[src/rtl/nonce_search_ctrl_pkg.sv]
// Shared definitions for the nonce search controller: FSM encoding and default widths.
package nonce_search_ctrl_pkg;

   localparam int unsigned NONCE_W_DEF = 32;
   localparam int unsigned HASH_W_DEF  = 24;

   typedef enum logic [2:0] {
      IDLE = 3'd0,
      LOAD = 3'd1,
      REQ  = 3'd2,
      WAIT = 3'd3,
      FIN  = 3'd4
   } state_e;

endpackage

[src/rtl/nonce_search_ctrl.sv]
// Nonce search sequencer: walks candidate nonces through the block concatenator and
// hash core, stopping on the first hash below target, on exhaustion, or on abort.
module nonce_search_ctrl
   import nonce_search_ctrl_pkg::*;
#(
   parameter int unsigned        NONCE_W   = NONCE_W_DEF,
   parameter int unsigned        HASH_W    = HASH_W_DEF,
   parameter logic [NONCE_W-1:0] MAX_NONCE = '1
) (
   input  logic               clk,
   input  logic               reset,
   input  logic               start,
   input  logic               abort,
   input  logic [NONCE_W-1:0] nonce_base,
   input  logic [HASH_W-1:0]  target,
   output logic               selector,
   output logic [NONCE_W-1:0] nonce,
   output logic               hash_start,
   input  logic               hash_done,
   input  logic [HASH_W-1:0]  hash_out,
   output logic               busy,
   output logic               done,
   output logic               found,
   output logic [NONCE_W-1:0] golden_nonce
);

   state_e            state_q, state_d;
   logic [HASH_W-1:0] target_q;
   logic              accept;
   logic              take_hit;
   logic              advance;
   logic              hit;
   logic              last;

   assign hit  = (hash_out < target_q);
   // >= rather than == so a base above MAX_NONCE still ends after one try
   assign last = (nonce >= MAX_NONCE);

   always_ff @(posedge clk or negedge reset) begin
      if (!reset) begin
         state_q <= IDLE;
      end else begin
         state_q <= state_d;
      end
   end

   always_comb begin
      state_d    = state_q;
      selector   = 1'b0;
      hash_start = 1'b0;
      busy       = (state_q != IDLE);
      done       = 1'b0;
      accept     = 1'b0;
      take_hit   = 1'b0;
      advance    = 1'b0;
      case (state_q)
         IDLE: begin
            if (start) begin
               accept  = 1'b1;
               state_d = LOAD;
            end
         end
         LOAD: begin
            selector = 1'b1;
            state_d  = abort ? FIN : REQ;
         end
         REQ: begin
            selector   = 1'b1;
            hash_start = 1'b1;
            state_d    = abort ? FIN : WAIT;
         end
         WAIT: begin
            selector = 1'b1;
            if (abort) begin
               state_d = FIN;
            end else if (hash_done) begin
               if (hit) begin
                  take_hit = 1'b1;
                  state_d  = FIN;
               end else if (last) begin
                  state_d = FIN;
               end else begin
                  advance = 1'b1;
                  state_d = LOAD;
               end
            end
         end
         FIN: begin
            done    = 1'b1;
            state_d = IDLE;
         end
         default: state_d = IDLE;
      endcase
   end

   always_ff @(posedge clk or negedge reset) begin
      if (!reset) begin
         nonce        <= '0;
         golden_nonce <= '0;
         target_q     <= '0;
         found        <= 1'b0;
      end else begin
         if (accept) begin
            nonce    <= nonce_base;
            target_q <= target;
            found    <= 1'b0;
         end
         if (take_hit) begin
            golden_nonce <= nonce;
            found        <= 1'b1;
         end
         if (advance) begin
            nonce <= nonce + NONCE_W'(1);
         end
      end
   end

endmodule

[config.mk]
export PLATFORM = sky130hd
export DESIGN_NAME = nonce_search_ctrl
export DESIGN_NICKNAME = d
export VERILOG_FILES = /design/src/rtl/nonce_search_ctrl_pkg.sv /design/src/rtl/nonce_search_ctrl.sv
export SDC_FILE = /design/constraint.sdc
export NUM_CORES = 1
export LEC_CHECK = 0
export CORE_MARGIN = 2
export CORE_UTILIZATION = 52
export CTS_BUF_LIST = sky130_fd_sc_hd__clkbuf_8
export DETAILED_ROUTE_END_ITERATION = 12
export PLACE_DENSITY = 0.87
export SYNTH_ARGS = -nofsm -noshare
export SYNTH_HDL_FRONTEND = slang
export SYNTH_SLANG_ARGS = --single-unit
[constraint.sdc]
create_clock -name clk -period 5.25 [get_ports clk]
set_input_delay 1.05 -clock clk [delete_from_list [all_inputs] [get_ports clk]]
set_output_delay 1.05 -clock clk [all_outputs]
set_load 0.01 [all_outputs]
* Word-level counts from Yosys, hierarchy flattened
Index checks and enable logic that the tools add are counted.
W data, S select, Z words.
** Cells by class
- $lt $le $gt $ge :: 2
- Bitwise logic cells :: 0
- Reductions and logical operators :: 6
- Shifts and indexed selects :: 0
- Mux-type cells :: 26
- $mul :: 0
- Add/sub/neg operators :: 1
- Eq/ne operators :: 6
- Div/mod/pow operators :: 0
** Operators with widths (number)
- $mux W32 :: 2
- $add A32 B1 Y32 const B :: 1
- $ge A32 B32 Y1 const B :: 1
- $lt A24 B24 Y1 :: 1
- $mux W3 :: 7
- $mux W1 :: 16
- $pmux W3 S4 :: 1
- $eq A3 B2 Y1 const B :: 2
- $reduce_bool A2 Y1 :: 2
- $eq A3 B1 Y1 const B :: 1
- $eq A3 B3 Y1 const B :: 1
- $logic_not A3 Y1 :: 1
- $ne A3 B3 Y1 const B :: 1
- $reduce_bool A3 Y1 :: 1
- $reduce_or A3 Y1 :: 1
- $ne A2 B2 Y1 const B :: 1
- $reduce_and A2 Y1 :: 1
** Word-level totals
- Output and inout port bits :: 69
- Logic and storage cells :: 46
- Bits in read-only memories :: 0
- Input port bits :: 85
- Latch bits :: 0
- Register bits after elaboration :: 92
- Memories kept :: 0
- Memory bits (writable) :: 0

* Longest topological paths before layout
Gate-level depths: netlist of run 1.
- Word-level depth :: 7
- Depth in mapped cells :: 11
- Depth with buffers taken out :: 9

* Worst setup path after synthesis of run 1
OpenSTA, ideal clock, no wires.
- Path type :: in2reg
- From :: input hash_out[7]
- To :: register golden_nonce[10]
- Stages :: 9
- Setup slack :: 1919 ps
- Setup time :: 125 ps
- Arrival time :: 3206 ps
- Data required time :: 5125 ps
- Buffers on the path :: 2
- Path through :: ha_1 > and3_1 > a221o_1 > a311oi_1 > a21o_1 > and3_1 > clkbuf_1 > buf_2 > mux2_2
** Between the ends
- Word-level cells in the longest chain between the ends :: 5
** Ends and longest elaborated chain
- start: declaration :: line nonce_search_ctrl.sv:20 : input logic [HASH_W-1:0] hash_out,
- $lt A24 B24 Y1 :: line nonce_search_ctrl.sv:35 : assign hit = (hash_out < target_q);
- $mux W1 :: line nonce_search_ctrl.sv:77 : if (hit) begin
- $mux W1 :: line nonce_search_ctrl.sv:76 : end else if (hash_done) begin
- $mux W1 :: line nonce_search_ctrl.sv:74 : if (abort) begin
- $mux W1 :: line nonce_search_ctrl.sv:56 : case (state_q)
- end signal: assignment :: line nonce_search_ctrl.sv:109 : golden_nonce <= nonce;
- end: declaration :: line nonce_search_ctrl.sv:24 : output logic [NONCE_W-1:0] golden_nonce
No other way between the ends.
A chain may end at the register's enable or synchronous reset.

* Worst setup path after layout of run 1
- From :: input hash_out[7]
- To :: register nonce[0]
** Between the ends
- Word-level cells in the longest chain between the ends :: 6
- Elaborated cells on any way between the ends :: 7
- Those cells by class :: order compare: 1; mux: 5; reduce/logical: 1
** Ends and longest elaborated chain
- $lt A24 B24 Y1 (*) :: line nonce_search_ctrl.sv:35
- $mux W1 (*) :: line nonce_search_ctrl.sv:77
- $mux W1 (*) :: line nonce_search_ctrl.sv:76
- $mux W1 (*) :: line nonce_search_ctrl.sv:74
- $mux W1 (*) :: line nonce_search_ctrl.sv:56
- $mux W32 / $reduce_bool A2 Y1 (equally long branches)
- end signal: assignment :: line nonce_search_ctrl.sv:104 : nonce <= nonce_base;
- end signal: assignment :: line nonce_search_ctrl.sv:113 : nonce <= nonce + NONCE_W'(1);
- end: declaration :: line nonce_search_ctrl.sv:17 : output logic [NONCE_W-1:0] nonce,
Every way passes the cells marked *; elsewhere a longest branch is shown, timed or not.

==> results of run 1 <==
[power by group]
part	switching, uW	internal, uW	total [uW]	leakage, uW
registers	326	1040	1360	0.00117
clock network	260	233	493	0.000104
logic	737	861	1600	0.00165
total	1320	2130	3450	0.00292
[sequential cells by signal (all words and copies together), names as in the netlist]
signal and count:
golden_nonce 32, nonce 32, target_q 24, state_q 3
found 1
[cell usage in the layout, fill, tap and decap left out, types with 9 or more instances in the layout]
master | netlist | final
clkdlybuf4s50_1 | 0 | 152
dfrtp_1 | 92 | 92
nand2_1 | 66 | 66
o21ai_0 | 36 | 36
inv_1 | 33 | 34
mux2_2 | 33 | 33
nand3_1 | 25 | 25
ha_1 | 24 | 24
nor2_1 | 21 | 21
a21oi_1 | 20 | 20
nor3_1 | 18 | 18
a21o_1 | 10 | 10
clkbuf_8 | 0 | 10
and3_1 | 9 | 9
[worst max-delay path, stage by stage]
cell and delay [ps]:
clkdlybuf4s50_1 400, ha_1 310, and3_1 210, a221o_1 350, a311oi_1 260, a21o_1 230
a21oi_2 70, buf_4 250, nor2_2 540, a221o_1 250
[routing by layer]
layer | part of all wire, % | vias to the layer above | routed length (um) | global-route usage [%]
li1 | - | 2077 | - | -
met1 | 41 | 2191 | 5390 | 34.4
met2 | 50 | 181 | 6650 | 44.4
met3 | 5.8 | 32 | 765 | 3.80
met4 | 3.1 | 0 | 406 | 12.1
met5 | 0 | - | 0 | 0
[cell type report]
| cell class | count | share of cell area (%) |
|---|---|---|
| clock inverter | 6 | 0.956 |
| inverter | 33 | 1.86 |
| clock buffer | 10 | 2.06 |
| multi-input combinational | 351 | 35.1 |
| sequential | 92 | 34.5 |
| timing repair buffer | 158 | 23.5 |
| tap | 111 | 2.08 |
[worst paths after layout]
check,to,slack [ps],cells past startpoint,startpoint
min in group asynchronous,golden_nonce[19],670,1,reset
max,nonce[0],1610,10,hash_out[7]
min reg2reg,found,490,1,found
min,found,490,1,found
max in group asynchronous,state_q[1],3530,2,reset
max reg2reg,nonce[0],2100,9,nonce[0]
[metrics by stage]
stage	hold slack (ps)	cell area [um2]	setup slack, ps
after floorplan	438	4910	1920
after global placement	462	6470	1320
after detailed placement	474	6470	1280
after CTS	496	6670	1660
after global routing	516	6670	1450
final	493	6670	1610
[kinds of logic (layout without fill, tap and decap cells)]
logic type,count (synthesis),after routing,synth area share (%)
multiplexers,39,39,8.80
buffers and inverters,58,207,5.38
adder cells (fa/ha/maj),24,24,6.12
AND/OR/NAND/NOR,174,174,17.3
XOR/XNOR,1,1,0.179
flip-flops,92,92,46.9
AO/OA/AOI/OAI,113,113,15.3
==> flow_metrics.tcl, run 1 <==
set metrics [dict create \
    status "finished clean" \
    numPortBuffers 153 \
    overflow 0 \
    drc_errors 0 \
    syn_area_um2 4910 \
    cp.required_ps 5550 \
    synth-edff-count 0 \
    crit_arrival_ps 3940 \
    wl_per_cell_um 17.4 \
    vias 4481 \
    antenna_found_initial 0 \
    design.die.area_um2 10200 \
    placedCellCount 745 \
    final_max_slew_viol_count 0 \
    cts_setup_buffers 0 \
    synthArstFlopShare_pct 100 \
    cts_tree "yes" \
    cts_resized 0 \
    min_period_over_period_pct 69.3 \
    final_nets 754 \
    synth_top_area_share_pct 46.9 \
    track_usage_pct 26.5 \
    cp_max_fo 22 \
    syn2layout_area_growth_pct 36.0 \
    multi_input_area_um2 2340 \
    leakage_uw 0.00292 \
    final_cells 761 \
    power_density_nw_per_um2 518 \
    drive_above_1_share_pct 11.4 \
    synth_commonest_cells "dfrtp_1, nand2_1, o21ai_0" \
    yosys_warnings 0 \
    post-route-util_pct 72.6 \
    yosysTopAreaCell "dfrtp_1" \
    firstDrtPassIters 5 \
    ff_latch_area_um2 2300 \
    dpl.hpwl_um 9630 \
    diodes 0 \
    grt_pass1_vias 4535 \
    ys.flop_type "dfrtp_1" \
    cts.sinks 92 \
    netlist-cell-type-count 52 \
    htreeDepth 3 \
    grt_pass1_wl_um 21500 \
    worst_pin_slew_ps 807 \
    clock_skew_ps 11.0 \
    path_class "in -> reg" \
    hp-class "reg -> reg" \
    synth.avg_cell_area_um2 9.79 \
    finalSetupTns_ps 0 \
    core-area_um2 9200 \
    die_h_um 101 \
    yosysMostFrequentCell "dfrtp_1" \
    ys_seq_elements 92 \
    start_kind "input pin" \
    clock-root-buffer "clkbuf_8" \
    place_congestion 0.828 \
    ant_nets 0 \
    num-fill-cells 672 \
    ir_worst_vdd_mv 0.279 \
    yosysSeqAreaShare_pct 46.9 \
    wl_um 13200 \
    drtIter0Drc 194 \
    finalSetupViolCount 0 \
    fin_crit_ps 3640 \
    cts_made_buffers 9 \
    row_count 35 \
    end_kind "register" \
    clk_path_buf_depth 2 \
    maxCapViolCount 0 \
    initial_core_util_pct 53.3 \
    maxSlewHeadroom_pct 46.1 \
    rsz0062_at_grt "false" \
    ios 154 \
    fmax_ghz 0.275 \
    power.total_uw 3450 \
    postCtsHoldBufs 0 \
    ys_top_cells_by_area "dfrtp_1, mux2_2, ha_1" \
    syn_inst 501 \
    via_per_inst 5.89 \
    hold_viol 0 \
    grt_max_degree 53 \
    dieWidth_um 101 \
    synthesis.nets 610 \
    path_clk_slew_ps 90 \
    clk_latency_ps 360 \
]
(Power assumes the default switching activity.)
==> run 2: changes to the inputs <==
Settings changed: CORE_UTILIZATION 52 to 48, PLACE_DENSITY 0.87 to 0.81.
Clock period 5.25 ns to 3.4 ns, I/O delays scaled along.
==> run 2 against run 1 <==
Against the previous run: final cell count increased by 3.9%; sequential share of layout area decreased by 0.58 points; die area grew 8.0%; sequential power rose by 55%; global-route usage down 2.0 points; setup slack worse by 1300 ps; count of clock-buffer cells in the layout fell by 1; non-clock buffer count increased by 8; clock power is 49% higher; critical path type unchanged; largest cell class unchanged; highest routed layer unchanged.
==> flow_metrics.tcl, run 2 (synthesized netlist as in run 1, its figures left out) <==
set metrics [dict create \
    cts.sinks 92 \
    drive_above_1_share_pct 12.5 \
    leakage_uw 0.00296 \
    dpl.hpwl_um 9760 \
    die_h_um 105 \
    multi_input_area_um2 2340 \
    grt_pass1_vias 4390 \
    finalSetupViolCount 0 \
    grt_pass1_wl_um 21600 \
    cp.required_ps 3700 \
    clk_path_buf_depth 2 \
    end_kind "register" \
    wl_per_cell_um 17.0 \
    power_density_nw_per_um2 789 \
    numPortBuffers 153 \
    postCtsHoldBufs 0 \
    min_period_over_period_pct 90.8 \
    reg.largest.list "golden_nonce: 32 flops, nonce: 32 flops, target_q: 24 flops" \
    cts_setup_buffers 0 \
    maxCapViolCount 0 \
    grt_max_degree 61 \
    maxSlewHeadroom_pct 47.9 \
    row_count 36 \
    clk_latency_ps 360 \
    ir_worst_vdd_mv 0.371 \
    fin_crit_ps 3090 \
    placed_area_um2 6600 \
    num-fill-cells 732 \
    path_class "in -> reg" \
    cts_made_buffers 9 \
    cts_tree "yes" \
    layout_common_cells "clkdlybuf4s50_1, dfrtp_1, nand2_1, o21ai_0, inv_1" \
    worst_pin_slew_ps 781 \
    drtIter0Drc 246 \
    design.die.area_um2 11000 \
    clock-root-buffer "clkbuf_8" \
    diodes 0 \
    syn2layout_area_growth_pct 38.4 \
    track_usage_pct 24.6 \
    path_clk_slew_ps 100 \
    cp_max_fo 13 \
    crit_arrival_ps 3390 \
    place_congestion 0.829 \
    cts_resized 0 \
    via_per_inst 5.66 \
    final_nets 762 \
    core-area_um2 9860 \
    wl_um 13400 \
    rsz0062_at_grt "false" \
    fin_area_um2 6790 \
    antenna_found_initial 0 \
    htreeDepth 3 \
    clock_skew_ps 16.4 \
    status "finished clean" \
    start_kind "input pin" \
    hold_viol 0 \
    drc_errors 0 \
    vias 4475 \
    final_common_cell "clkdlybuf4s50_1" \
    fmax_ghz 0.324 \
    final_max_slew_viol_count 0 \
    overflow 0 \
    initial_core_util_pct 49.7 \
    power.total_uw 5360 \
    dieWidth_um 105 \
    firstDrtPassIters 5 \
    ff_latch_area_um2 2300 \
    ios 154 \
    hp-class "in -> async" \
    ant_nets 0 \
]
-- run 2: cell count changes in the layout (fill, tap and decap cells not counted) --
cell and change:
clkinv_2 +1, clkinvlp_4 +1, clkinv_4 -1, buf_4 +5
clkbuf_8 -1, buf_12 +3
-- run 2: cell type report --
cell class	count	share of cell area (%)
Timing Repair Buffer	166	24.5
Clock inverter	7	0.995
Multi-Input combinational cell	351	34.5
Tap cell	133	2.45
Inverter	33	1.82
Sequential cell	92	33.9
Clock buffer	9	1.82
-- run 2: worst paths after layout --
path / startpoint / endpoint / slack (ps) / cells after the start
max: hash_out[6] / nonce[16] / 310 / 9
min: reset / target_q[6] / 390 / 1
max reg2reg: nonce[0] / nonce[16] / 440 / 8
min reg2reg: found / found / 490 / 1
max in group asynchronous: reset / golden_nonce[10] / 2240 / 2
min in group clk: found / found / 490 / 1
-- run 2: metrics by stage --
step,utilization [%],hold WS (ps),cells,setup WS [ps],setup TNS [ps]
detailed placement,66.9,467,775,-31.0,-574
global route,68.8,442,791,197,0
CTS,68.8,414,791,333,0
floorplan,-,384,501,439,0
finish,68.8,387,791,314,0
global placement,66.9,465,775,40.5,0
-- run 2: critical path, cell delays in order --
cell and delay, ps:
clkdlybuf4s50_1 430, ha_1 320, and3_1 190, a221o_1 350, a311oi_1 260, a21o_1 240, a21oi_2 110, nor2_2 540
a221o_1 260
-- run 2: routing by layer --
metal / up-vias / GRT usage [%] / part of all wire (%) / routed length (um)
met4: 0 / 11.0 / 3.1 / 422
met5: - / 0 / 0 / 0
met3: 34 / 3.56 / 5.0 / 675
met2: 182 / 41.5 / 50 / 6750
li1: 2094 / - / - / -
met1: 2165 / 31.3 / 42 / 5600
-- run 2: report_power, final --
group	total [uW]	switching, uW	internal, uW
Clock	735	397	338
Sequential	2110	512	1600
Combinational	2510	1140	1370
Total	5360	2050	3310
